**src/rtl/vga_pixel_fetch_if.sv**
```systemverilog
// Signal bundle between the pixel prefetcher, the pixel memory read port and the VGA raster.
// master = prefetcher side, slave = memory/raster side.
interface vga_pixel_fetch_if #(
  parameter int ADDR_W = 24,
  parameter int PIX_W  = 4
);
  logic              frame_start;
  logic              pixel_req;
  logic              mem_rd;
  logic [ADDR_W-1:0] mem_addr;
  logic              mem_rvalid;
  logic [15:0]       mem_rdata;
  logic [PIX_W-1:0]  pixel_data;
  logic              pixel_valid;
  logic              underflow;

  modport master (
    input  frame_start, pixel_req, mem_rvalid, mem_rdata,
    output mem_rd, mem_addr, pixel_data, pixel_valid, underflow
  );

  modport slave (
    output frame_start, pixel_req, mem_rvalid, mem_rdata,
    input  mem_rd, mem_addr, pixel_data, pixel_valid, underflow
  );
endinterface

```
**src/rtl/vga_pixel_fetch.sv**
```systemverilog
// Pixel prefetcher: issues framebuffer reads ahead of the raster and buffers returns in a small FIFO.
// Optional macro PIXEL_PACK_EN: four 4-bit pixels per 16-bit memory word.
module vga_pixel_fetch #(
  parameter int H_ACTIVE   = 640,
  parameter int V_ACTIVE   = 480,
  parameter int ADDR_W     = 24,
  parameter int BASE_ADDR  = 0,
  parameter int FIFO_DEPTH = 8,
  parameter int PIX_W      = 4
) (
  input logic               clk,
  input logic               rst,
  vga_pixel_fetch_if.master bus_io
);

`ifdef PIXEL_PACK_EN
  localparam int PIX_PER_WORD = 4;
  localparam int ENTRY_W      = 16;
`else
  localparam int PIX_PER_WORD = 1;
  localparam int ENTRY_W      = PIX_W;
`endif
  localparam int WORDS = H_ACTIVE * V_ACTIVE / PIX_PER_WORD;
  localparam int CNT_W = $clog2(WORDS + 1);
  localparam int PTR_W = $clog2(FIFO_DEPTH);
  localparam int OCC_W = PTR_W + 1;
  localparam logic [ADDR_W-1:0] BASE = ADDR_W'(BASE_ADDR);

  typedef enum logic [1:0] {IDLE, FETCH, DRAIN} state_e;

  state_e             stateQ, stateD;
  logic [ADDR_W-1:0]  addrQ, addrD;
  logic [CNT_W-1:0]   fetchedQ, fetchedD;
  logic [OCC_W-1:0]   outstQ, outstD;
  logic [OCC_W-1:0]   discardQ, discardD;
  logic [OCC_W-1:0]   countQ, countD;
  logic [PTR_W-1:0]   rdPtrQ, rdPtrD;
  logic [PTR_W-1:0]   wrPtrQ, wrPtrD;
  logic [PIX_W-1:0]   pixDataQ, pixDataD;
  logic               pixValidQ, pixValidD;
  logic               underflowQ, underflowD;
  logic [ENTRY_W-1:0] fifoMem [FIFO_DEPTH];

  logic               memRd, rvLive, push, pop, popWord;
  logic [ENTRY_W-1:0] pushData;
  logic [PIX_W-1:0]   headPix;

  // Credit check counts both buffered and in-flight words so every return has a slot.
  assign memRd  = (stateQ == FETCH) && !bus_io.frame_start &&
                  (({1'b0, countQ} + {1'b0, outstQ}) < (OCC_W+1)'(FIFO_DEPTH));
  assign rvLive = bus_io.mem_rvalid && (outstQ != '0);
  assign push   = rvLive && (discardQ == '0) && !bus_io.frame_start;
  assign pop    = bus_io.pixel_req && !bus_io.frame_start && (countQ != '0);

`ifdef PIXEL_PACK_EN
  logic [1:0] idxQ, idxD;
  assign pushData = bus_io.mem_rdata;
  assign headPix  = fifoMem[rdPtrQ][{idxQ, 2'b00} +: PIX_W];
  assign popWord  = pop && (idxQ == 2'd3);
`else
  logic unusedRdata;
  assign unusedRdata = ^bus_io.mem_rdata[15:PIX_W];
  assign pushData    = bus_io.mem_rdata[PIX_W-1:0];
  assign headPix     = fifoMem[rdPtrQ];
  assign popWord     = pop;
`endif

  // Next-state logic; a frame_start flushes the FIFO and restarts the walk from any state.
  always_comb begin
    stateD     = stateQ;
    addrD      = addrQ;
    fetchedD   = fetchedQ;
    outstD     = outstQ + OCC_W'(memRd) - OCC_W'(rvLive);
    discardD   = discardQ;
    countD     = countQ + OCC_W'(push) - OCC_W'(popWord);
    rdPtrD     = popWord ? rdPtrQ + 1'b1 : rdPtrQ;
    wrPtrD     = push ? wrPtrQ + 1'b1 : wrPtrQ;
    pixDataD   = pixDataQ;
    pixValidD  = 1'b0;
    underflowD = underflowQ;
`ifdef PIXEL_PACK_EN
    idxD       = pop ? idxQ + 2'd1 : idxQ;
`endif

    if (bus_io.frame_start) begin
      stateD   = FETCH;
      addrD    = BASE;
      fetchedD = '0;
      discardD = outstQ - OCC_W'(rvLive);
      countD   = '0;
      rdPtrD   = '0;
      wrPtrD   = '0;
`ifdef PIXEL_PACK_EN
      idxD     = 2'd0;
`endif
    end else begin
      if (rvLive && (discardQ != '0)) begin
        discardD = discardQ - 1'b1;
      end
      case (stateQ)
        FETCH: begin
          if (memRd) begin
            addrD    = addrQ + 1'b1;
            fetchedD = fetchedQ + 1'b1;
            if (fetchedQ == CNT_W'(WORDS - 1)) begin
              stateD = DRAIN;
            end
          end
        end
        DRAIN: begin
          if ((outstQ == '0) && (countQ == '0)) begin
            stateD = IDLE;
          end
        end
        default: ;
      endcase
      if (pop) begin
        pixDataD  = headPix;
        pixValidD = 1'b1;
      end else if (bus_io.pixel_req) begin
        pixDataD   = '0;
        underflowD = 1'b1;
      end
    end
  end

  always_ff @(posedge clk) begin
    if (rst) begin
      stateQ     <= IDLE;
      addrQ      <= BASE;
      fetchedQ   <= '0;
      outstQ     <= '0;
      discardQ   <= '0;
      countQ     <= '0;
      rdPtrQ     <= '0;
      wrPtrQ     <= '0;
      pixDataQ   <= '0;
      pixValidQ  <= 1'b0;
      underflowQ <= 1'b0;
`ifdef PIXEL_PACK_EN
      idxQ       <= 2'd0;
`endif
    end else begin
      stateQ     <= stateD;
      addrQ      <= addrD;
      fetchedQ   <= fetchedD;
      outstQ     <= outstD;
      discardQ   <= discardD;
      countQ     <= countD;
      rdPtrQ     <= rdPtrD;
      wrPtrQ     <= wrPtrD;
      pixDataQ   <= pixDataD;
      pixValidQ  <= pixValidD;
      underflowQ <= underflowD;
`ifdef PIXEL_PACK_EN
      idxQ       <= idxD;
`endif
    end
  end

  always_ff @(posedge clk) begin
    if (push) begin
      fifoMem[wrPtrQ] <= pushData;
    end
  end

  assign bus_io.mem_rd      = memRd;
  assign bus_io.mem_addr    = addrQ;
  assign bus_io.pixel_data  = pixDataQ;
  assign bus_io.pixel_valid = pixValidQ;
  assign bus_io.underflow   = underflowQ;

endmodule

```
**src/flat_wrapper.sv**
```systemverilog
// flat-port wrapper written by rule: the top's interface ports become plain ports
module vga_pixel_fetch_flat 
#(
  parameter int H_ACTIVE   = 640,
  parameter int V_ACTIVE   = 480,
  parameter int ADDR_W     = 24,
  parameter int BASE_ADDR  = 0,
  parameter int FIFO_DEPTH = 8,
  parameter int PIX_W      = 4
)
  (clk, rst, bus_io_frame_start, bus_io_pixel_req, bus_io_mem_rvalid, bus_io_mem_rdata, bus_io_mem_rd, bus_io_mem_addr, bus_io_pixel_data, bus_io_pixel_valid, bus_io_underflow);
  vga_pixel_fetch_if #(.ADDR_W(ADDR_W), .PIX_W(PIX_W)) bus_io_i ();
  input logic clk;
  input logic rst;
  input wire logic [$bits(bus_io_i.frame_start)-1:0] bus_io_frame_start;
  input wire logic [$bits(bus_io_i.pixel_req)-1:0] bus_io_pixel_req;
  input wire logic [$bits(bus_io_i.mem_rvalid)-1:0] bus_io_mem_rvalid;
  input wire logic [$bits(bus_io_i.mem_rdata)-1:0] bus_io_mem_rdata;
  output wire logic [$bits(bus_io_i.mem_rd)-1:0] bus_io_mem_rd;
  output wire logic [$bits(bus_io_i.mem_addr)-1:0] bus_io_mem_addr;
  output wire logic [$bits(bus_io_i.pixel_data)-1:0] bus_io_pixel_data;
  output wire logic [$bits(bus_io_i.pixel_valid)-1:0] bus_io_pixel_valid;
  output wire logic [$bits(bus_io_i.underflow)-1:0] bus_io_underflow;
  assign bus_io_i.frame_start = bus_io_frame_start;
  assign bus_io_i.pixel_req = bus_io_pixel_req;
  assign bus_io_i.mem_rvalid = bus_io_mem_rvalid;
  assign bus_io_i.mem_rdata = bus_io_mem_rdata;
  assign bus_io_mem_rd = bus_io_i.mem_rd;
  assign bus_io_mem_addr = bus_io_i.mem_addr;
  assign bus_io_pixel_data = bus_io_i.pixel_data;
  assign bus_io_pixel_valid = bus_io_i.pixel_valid;
  assign bus_io_underflow = bus_io_i.underflow;
  vga_pixel_fetch #(.H_ACTIVE(H_ACTIVE), .V_ACTIVE(V_ACTIVE), .ADDR_W(ADDR_W), .BASE_ADDR(BASE_ADDR), .FIFO_DEPTH(FIFO_DEPTH), .PIX_W(PIX_W)) u_core (.clk(clk), .rst(rst), .bus_io(bus_io_i));
endmodule
```
**config.mk**
```make
export PLATFORM = sky130hd
export DESIGN_NAME = vga_pixel_fetch_flat
export DESIGN_NICKNAME = d
export VERILOG_FILES = /design/src/rtl/vga_pixel_fetch_if.sv /design/src/rtl/vga_pixel_fetch.sv /design/src/flat_wrapper.sv
export SDC_FILE = /design/constraint.sdc
export NUM_CORES = 1
export LEC_CHECK = 0
export ABC_AREA = 1
export BUFFER_PORTS_ARGS = -buffer_cell sky130_fd_sc_hd__buf_4
export CAP_MARGIN = 0
export CORE_AREA = 2 2 106 108
export CTS_CLUSTER_SIZE = 14
export DETAILED_ROUTE_END_ITERATION = 12
export DIE_AREA = 0 0 108 110
export PLACE_DENSITY = 0.65
export SYNTH_ARGS = -nofsm -noshare
export SYNTH_HDL_FRONTEND = slang
export SYNTH_SLANG_ARGS = --single-unit
export TNS_END_PERCENT = 20
```
**constraint.sdc**
```tcl
create_clock -name clk -period 3.9 [get_ports clk]
set_clock_uncertainty 0.05 [all_clocks]
set_input_delay 0.975 -clock clk [delete_from_list [all_inputs] [get_ports clk]]
set_output_delay 0.975 -clock clk [all_outputs]
set_load 0.01 [all_outputs]
```
==> out/qor.csv <==
metric,value,unit
hold_slack,0.406,ns
power,2.31,mW
grt.overflow.total,0,
fin_nets,760,
end_kind,primary output,
startpoint,bus_io_frame_start,
finalHoldViolations,0,
avgSynthCellArea,7.70,µm²
grt_start_max_net_pins,32,
drt_wl_total,11200,µm
avgViaCountPerCell,5.09,
clock_latency,0.38,ns
syn_inst,681,
slowest_stage,inv_2,
setup_viol,0,
rows,38,
htree_levels,3,
crit_path_cell_trace,buf_4 -> inv_2 -> nand3_2 -> inv_2 -> nand3_4 -> inv_2 -> buf_4,
drt_iter0_drc,192,
fmax,353,MHz
cp-endpoint,bus_io_mem_rd,
placedInstanceArea,5640,µm²
final_cells,861,
powerDensity,397,nW/µm²
clkTransAtPathRegs,0.10,ns
start_util,49.0,%
stdcell_area,5830,µm²
max_stage_delay,0.17,ns
place_ws,0.855,ns
p_leak,2.11,nW
slew_violations,0,
crit_top_cell,inv_2,
io_pins,52,
synth_top_area_share,27.5,%
r2r_slack,1.39,ns
rr_worst_depth,12,
synth_edf_count,32,
synth-simple-area-share,29.1,%
route.detailed.drc,0,
die_w,108,µm
numCtsBuffers,9,
synth-seq-cells,104,
yosysWarnings,0,
yosysUniqueCellTypes,36,
worst_slack,1.07,ns
crit_fanout,12,
fp.coreArea,10700,µm²
io_buffers,39,
rsz0062_at_grt,false,
utilization,54.5,%
hp-class,flop to flop,
cts_setup_buffers,0,
syn_area,5250,µm²
regArea,2400,µm²
peakVddDrop,0.261,mV
final_cell_mix,"nand2_1, nor2_1, dfxtp_1, inv_1, a21oi_1",
crit_arrival,1.80,ns
tns,0,ns
antenna_found_initial,0,
synth_flop_cell,dfxtp_1,
place_congestion,0.824,
fill_cells,1042,
ant_nets,0,
ctsResizeCount,0,
cts-root-buf,clkbuf_8,
grt_usage,20.0,%
synth_xor_area_share,2.00,%
grt_pass1_wl,18700,µm
cts_hold_buf,0,
synth_top_family_by_area,simple AND/OR/NAND/NOR gates,
min_period_over_period,72.6,%
synth-compound-area-share,10.2,%
syn_nets,725,
diodes,0,
cap_violations,0,
via_count,4384,
clock_path_buffers,2,
crit_required,2.87,ns
crit_type,primary input to primary output,
timing.rr.end,u_core.countQ[2],
mostFrequentLayoutCell,nand2_1,
ys_async_sr_fraction,0,%
ys_seq_area_share,45.8,%
synth_top_area_cell,dfxtp_1,
multi_input_area,2470,µm²
place_hpwl,7940,µm
die-area,11900,µm²
cts_tree,built,
period_needed,2.83,ns
cts.sinks,104,
dr.pass1.iters,4,
post_route_cells_drive_above_1_share,11.0,%
synth_adder_area_share,5.77,%
first_global_vias,4137,
status,finished clean,
dp.cells,845,
start_kind,primary input,
wl_per_cell,13.0,µm
synth_mux_area_share,0,%
ys_top_cells_by_area,"dfxtp_1, edfxtp_1, nand2_1",
regToRegStartpoint,u_core.countQ[2],
worst_slew_pin_slew,1.13,ns
maxSlewHeadroom,24.6,%
area_growth_syn_to_layout,11.2,%
die_height,110,µm
## area by class of cell
class | instances | share of cell area, %
Multi-Input combinational cell | 485 | 42.3
Sequential cell | 104 | 41.2
Timing Repair Buffer | 42 | 5.41
Inverter | 74 | 4.76
Tap cell | 140 | 3.00
Clock buffer | 9 | 2.12
Clock inverter | 7 | 1.20
## worst min path at each step
stage                          start                to  slack, ns  cells past startpoint
finish              u_core.rdPtrQ[2]              flop       0.41                      1
floorplan           u_core.rdPtrQ[2]              flop       0.36                      1
global route        u_core.rdPtrQ[2]              flop       0.44                      1
global placement    u_core.rdPtrQ[2]  u_core.rdPtrQ[2]       0.38                      1
CTS                 u_core.rdPtrQ[2]              flop       0.40                      1
detailed placement  u_core.rdPtrQ[2]  u_core.rdPtrQ[2]       0.39                      1
## synthesized netlist by cell type (2+ instances only)
cell,n
nor3b_2,2
inv_2,3
a21oi_1,54
nor3_1,16
xnor2_1,5
nor3b_1,2
nand4_1,4
xor2_1,7
o211ai_1,9
edfxtp_1,32
nor2_4,5
dfxtp_1,72
nor2_2,5
nand3b_1,2
nor3_2,2
inv_1,70
buf_2,9
nor2_1,107
buf_6,2
clkbuf_1,6
ha_1,21
nand3_2,2
nand2_1,161
nand3_1,35
o21ai_0,35
a31oi_1,2
fa_1,2
## sequential cells by signal (all words and copies together) (netlist names), named ones only
name / count
u_core.discardQ: 4
u_core.bus_io.underflow: 1
u_core.fifoMem: 32
u_core.bus_io.pixel_data: 4
u_core.bus_io.pixel_valid: 1
u_core.fetchedQ: 19
u_core.rdPtrQ: 3
u_core.bus_io.mem_addr: 24
u_core.stateQ: 2
u_core.countQ: 4
u_core.wrPtrQ: 3
u_core.outstQ: 4
## metal layers
metal	wire length, µm	global-route usage (%)	vias up
met5	0	0	-
met4	140	5.31	0
met3	419	4.88	12
met2	5540	35.1	72
met1	5140	24.7	2018
li1	-	-	2282
## power by group
group / internal [mW] / total, mW / leakage, nW / switching [mW]
registers: 1.16 / 1.20 / 0.871 / 0.0400
logic: 0.165 / 0.426 / 1.14 / 0.261
clock network: 0.298 / 0.687 / 0.0976 / 0.389
total: 1.62 / 2.31 / 2.11 / 0.690
## logic make-up (layout without fill, tap and decap cells)
group | Yosys count | in the layout
compound gates | 101 | 101
xor+xnor | 12 | 12
fa+ha+maj | 23 | 23
buf+inv | 92 | 132
flops | 104 | 104
simple gates | 349 | 349
## critical path: cells and delay by family
family                 cells  cell delay, ns
and+or+nand+nor            2            0.21
buffers and inverters      5            0.61
(Power assumes the default switching activity.)
